**src/rtl/cpu_types_pkg.sv**
```systemverilog
// Shared types for the dcache/RAM bus: word, RAM handshake state and bus controller state.
package cpu_types_pkg;

    typedef logic [31:0] word_t;

    typedef enum logic [1:0] {
        FREE,
        BUSY,
        ACCESS,
        ERROR
    } ramstate_t;

    typedef enum logic [2:0] {
        IDLE,
        WB,
        SNOOP,
        C2C,
        RAMRD
    } bus_state_t;

endpackage

```
**src/rtl/bus_arb.sv**
```systemverilog
// Two-cache request arbiter. Macro BUS_CTRL_RR_EN: round-robin on ties (owns ptr),
// otherwise fixed priority with cache 0 winning ties.
module bus_arb (
    input  logic       clk_i,
    input  logic       rst_i,
    input  logic [1:0] req_i,
    input  logic       done_i,
    input  logic       done_id_i,
    output logic       gnt_o,
    output logic       valid_o
);

    assign valid_o = |req_i;

`ifdef BUS_CTRL_RR_EN
    logic ptr_q, ptr_d;

    always_comb begin
        ptr_d = ptr_q;
        if (done_i) ptr_d = ~done_id_i;
    end

    always_ff @(posedge clk_i or posedge rst_i) begin
        if (rst_i) ptr_q <= 1'b0;
        else       ptr_q <= ptr_d;
    end

    always_comb begin
        gnt_o = ~req_i[0];
        if (req_i == 2'b11) gnt_o = ptr_q;
    end
`else
    logic unused_arb;
    assign unused_arb = ^{clk_i, rst_i, done_i, done_id_i};

    assign gnt_o = ~req_i[0];
`endif

endmodule

```
**src/rtl/bus_ctrl.sv**
```systemverilog
// Memory-side responder for two dcaches: arbitration, snoop, RAM or cache-to-cache block service.
// Tie-break policy selected by macro BUS_CTRL_RR_EN (see bus_arb).
module bus_ctrl
    import cpu_types_pkg::*;
(
    input  logic             CLK,
    input  logic             RST,
    input  logic [1:0]       dREN,
    input  logic [1:0]       dWEN,
    input  word_t [1:0]      daddr,
    input  word_t [1:0]      dstore,
    input  logic [1:0]       ccwrite,
    input  logic [1:0]       cctrans,
    output logic [1:0]       dwait,
    output word_t [1:0]      dload,
    output logic [1:0]       ccwait,
    output logic [1:0]       ccinv,
    output word_t [1:0]      ccsnoopaddr,
    output logic             ramREN,
    output logic             ramWEN,
    output word_t            ramaddr,
    output word_t            ramstore,
    input  word_t            ramload,
    input  ramstate_t        ramstate
);

    bus_state_t state_q, state_d;
    logic       g_q, g_d;
    logic       wc_q, wc_d;
    logic       inv_q, inv_d;
    logic       o;
    logic       xfer;
    logic       done;
    logic       arb_gnt, arb_valid;

    assign o = ~g_q;

    bus_arb u_arb (
        .clk_i     (CLK),
        .rst_i     (RST),
        .req_i     (dREN | dWEN),
        .done_i    (done),
        .done_id_i (g_q),
        .gnt_o     (arb_gnt),
        .valid_o   (arb_valid)
    );

    always_ff @(posedge CLK or posedge RST) begin
        if (RST) begin
            state_q <= IDLE;
            g_q     <= 1'b0;
            wc_q    <= 1'b0;
            inv_q   <= 1'b0;
        end else begin
            state_q <= state_d;
            g_q     <= g_d;
            wc_q    <= wc_d;
            inv_q   <= inv_d;
        end
    end

    always_comb begin
        state_d     = state_q;
        g_d         = g_q;
        wc_d        = wc_q;
        inv_d       = inv_q;
        xfer        = 1'b0;
        done        = 1'b0;
        dwait       = 2'b11;
        dload       = '0;
        ccwait      = '0;
        ccinv       = '0;
        ccsnoopaddr = '0;
        ramREN      = 1'b0;
        ramWEN      = 1'b0;
        ramaddr     = '0;
        ramstore    = '0;

        case (state_q)
            IDLE: begin
                wc_d = 1'b0;
                if (arb_valid) begin
                    g_d     = arb_gnt;
                    inv_d   = ccwrite[arb_gnt];
                    state_d = dWEN[arb_gnt] ? WB : SNOOP;
                end
            end
            WB: begin
                ramWEN   = 1'b1;
                ramaddr  = daddr[g_q];
                ramstore = dstore[g_q];
                xfer     = 1'b1;
            end
            SNOOP: begin
                ccwait[o]      = 1'b1;
                ccsnoopaddr[o] = daddr[g_q];
                ccinv[o]       = inv_q;
                if (cctrans[o]) state_d = ccwrite[o] ? C2C : RAMRD;
            end
            C2C: begin
                // Forwarded word is also written back so RAM stays coherent.
                ccwait[o]      = 1'b1;
                ccsnoopaddr[o] = daddr[g_q];
                ramWEN         = 1'b1;
                ramaddr        = daddr[g_q];
                ramstore       = dstore[o];
                dload[g_q]     = dstore[o];
                xfer           = 1'b1;
            end
            RAMRD: begin
                ramREN     = 1'b1;
                ramaddr    = daddr[g_q];
                dload[g_q] = ramload;
                xfer       = 1'b1;
            end
            default: state_d = IDLE;
        endcase

        if (xfer && ramstate == ACCESS) begin
            dwait[g_q] = 1'b0;
            wc_d       = ~wc_q;
            if (wc_q) begin
                state_d = IDLE;
                done    = 1'b1;
            end
        end
    end

endmodule

```
**config.mk**
```make
export PLATFORM = sky130hd
export DESIGN_NAME = bus_ctrl
export DESIGN_NICKNAME = d
export VERILOG_FILES = /design/src/rtl/cpu_types_pkg.sv /design/src/rtl/bus_arb.sv /design/src/rtl/bus_ctrl.sv
export SDC_FILE = /design/constraint.sdc
export NUM_CORES = 1
export LEC_CHECK = 0
export BUFFER_PORTS_ARGS = -buffer_cell sky130_fd_sc_hd__buf_2
export CORE_AREA = 2 2 143 145
export CTS_CLUSTER_SIZE = 24
export DETAILED_ROUTE_END_ITERATION = 12
export DIE_AREA = 0 0 145 147
export GPL_ROUTABILITY_DRIVEN = 0
export PLACE_DENSITY = 0.53
export SLEW_MARGIN = 20
export SYNTH_ARGS = -nofsm -noshare
export SYNTH_HDL_FRONTEND = slang
export SYNTH_SLANG_ARGS = --single-unit
```
**constraint.sdc**
```tcl
create_clock -name CLK -period 2.7 [get_ports CLK]
set_input_delay 0.54 -clock CLK [delete_from_list [all_inputs] [get_ports CLK]]
set_output_delay 0.54 -clock CLK [all_outputs]
set_load 0.02 [all_outputs]
```
==> results.txt <==
P&R area growth vs syn: 82.2%
most common cell in the synthesized netlist: nor2_1
setup TNS: 0 ns
via/cell ratio: 4.20
CTS Buf Count: 3
Die W: 145 µm
total of max-cap violations: 0
# fillers: 2258
clock share of power: 4.1%
fin crit share: 98.5%
sequential area share after synthesis: 5.38%
Area after DPL: 4940 µm²
global-route met1 utilization: 16.8%
Max VDD drop: 0.553 mV
diode count: 0
vias in the first global route: 4380
Net Sw Frac: 64.4%
grt total ovfl: 0
Final Hold Fails: 0
Avg Cell Area, Syn: 5.71 µm²
Post-synth EDFFs: 0
wire per inst: 15.9 µm
final WL: 17.6 mm
critical path data required time: 2.16 ns
met2 GRT Util: 30.2%
async set-or-reset flop fraction in the synthesized netlist: 100%
critical path data arrival time: 2.12 ns
clk slew on worst S/H paths: 0.04 ns
chip height: 147 µm
RSZ-0062 raised after global routing: no
Yosys reg bits: 6
CTS sink cnt: 6
Pwr Total: 6.21 mW
Total Routing Usage GR: 15.2%
Commonest cells post-synth: nor2_1, nand2_1, a21oi_1
multi-input logic area: 2410 µm²
cell taking the most area after synthesis: nor2_1
core area: 19800 µm²
Pwr Density: 1220 nW/µm²
top cell type's share of synthesized area: 17.9%
Final Max Tran Viols: 0
clk root buf: clkbuf_16
row count: 52
status: complete, no violations
Skew-Pair Late Insertion Delay: 0.23 ns
Netlist cell types: 42
endpoint class of the critical path: primary output
Synth Warn #: 0
top cells by area, synth: nor2_1, nand2_1, mux2_2
largest net degree at the start of global routing: 61
DPL Wire Length: 13.9 mm
first-pass GRT wire length: 25.4 mm
Post-Syn Nets: 661
Max clock buf depth: 2
full die area: 21300 µm²
Min-Delay Path Class: in -> async
H-tree depth: 1
WS Path Type: reg -> out
CP startpoint kind: flop
First-pass DRT Iterations: 5
Mapped Cells: 489
final core utilization: 25.6%
Layout Nets: 1011
initial antenna violation count: 0
fmax: 376 MHz
maximum fanout along the worst path: 32
busiest grt layer: met2
Setup WS post-layout: 0.0393 ns
worst-margin pin slew: 0.645 ns
share of cells above drive strength 1: 53.8%
Design Area, Final: 5080 µm²
Residual DRC: 0
sw power: 4.00 mW
iteration-0 DRC count of the detailed router: 190
IO buf count: 371
Placement Setup Slack: 0.100 ns
Initial Util: 14.1%
Routed Antenna Nets: 0
IO Count: 372
top_reg_cell synth: dfrtp_1
sequential power share: 3.3%
synthesized area: 2790 µm²
Hold-fix buffers, CTS: 0
sequential standard cell area: 154 µm²
combinational share of power: 92.7%
internal power: 2.21 mW
GR met3 Demand/Resource: 3.26%
DR vias: 4657
crit path time final: 2.66 ns
TritonCTS clock tree: done
Final setup viols: 0
Relative slew margins: 56.9%
final setup skew: 0.00633 ns
Leak: 3.09 nW
==> state kept, by name, indices dropped and copies added, names as in the netlist <==
name,count
state_q,3
wc_q,1
inv_q,1
g_q,1
==> metrics by stage <==
step | hold WS, ns | cells
final | 0.247 | 1108
after floorplan | 0.331 | 489
after detailed placement | 0.500 | 1100
after CTS | 0.256 | 1106
after global routing | 0.268 | 1108
after global placement | 0.486 | 1100
==> per-layer routing <==
layer | up-vias | share of wire [%]
li1 | 2324 | -
met1 | 2070 | 39
met2 | 253 | 53
met3 | 10 | 7.4
met4 | 0 | 1.0
met5 | - | 0
==> power groups by stage <==
stage / clock network (mW) / registers (mW) / logic [mW]
after global placement: 0 / 0.206 / 5.73
after global routing: 0.269 / 0.215 / 6.22
after detailed placement: 0 / 0.205 / 5.74
after CTS: 0.257 / 0.205 / 5.82
final: 0.252 / 0.204 / 5.75
after floorplan: 0 / 0.152 / 3.70
==> cells by family after synthesis <==
group           count (synthesis)  synth area share (%)
flops                           6                  5.38
simple gates                  282                  39.9
mux                            64                  24.4
buf+inv                        51                  11.2
xor+xnor                        2                 0.628
compound gates                 84                  18.5
==> worst paths after layout <==
check                            from          to  slack (ns)  depth (start not counted)
setup / recovery           state_q[0]   dload[26]        0.04                          5
setup reg to reg                  g_q  state_q[0]        1.00                          4
max in group asynchronous         RST         g_q        2.20                          2
min in group CLK                inv_q       inv_q        0.56                          1
hold reg to reg                 inv_q       inv_q        0.56                          1
hold / removal                    RST       inv_q        0.25                          2
==> timing repair <==
item                       in CTS  in global routing
setup endpoints to repair       5                 52
buffers inserted                0                  2
resized for setup               1                  5
pin swaps                       3                  1
gates cloned                    2                  0
==> layout by cell type (no fill, tap or decap), drive strengths merged, types with 2 or more instances in the layout <==
cell type	n
nor3	2
clkbuf	4
or3	2
o211ai	2
and3	2
nor2	135
o21ai	5
a21oi	66
dfrtp	6
nor2b	2
nand2	130
mux2i	32
inv	5
buf	388
nor4b	2
nand2b	4
a211oi	2
mux2	32
==> critical path, cell delays in order, from the launching register on <==
cell and delay, ns:
dfrtp_1 0.40, or3b_2 0.59, buf_12 0.22, mux2i_2 0.38, nor2_1 0.09, buf_2 0.17
==> cell type report <==
class | count | area share [%]
Tap cell | 270 | 6.64
Timing Repair Buffer | 388 | 40.7
Inverter | 6 | 0.541
Sequential cell | 6 | 3.03
Clock buffer | 4 | 1.55
Multi-Input combinational cell | 434 | 47.5
No activity file was read; power rests on OpenSTA's default activity.
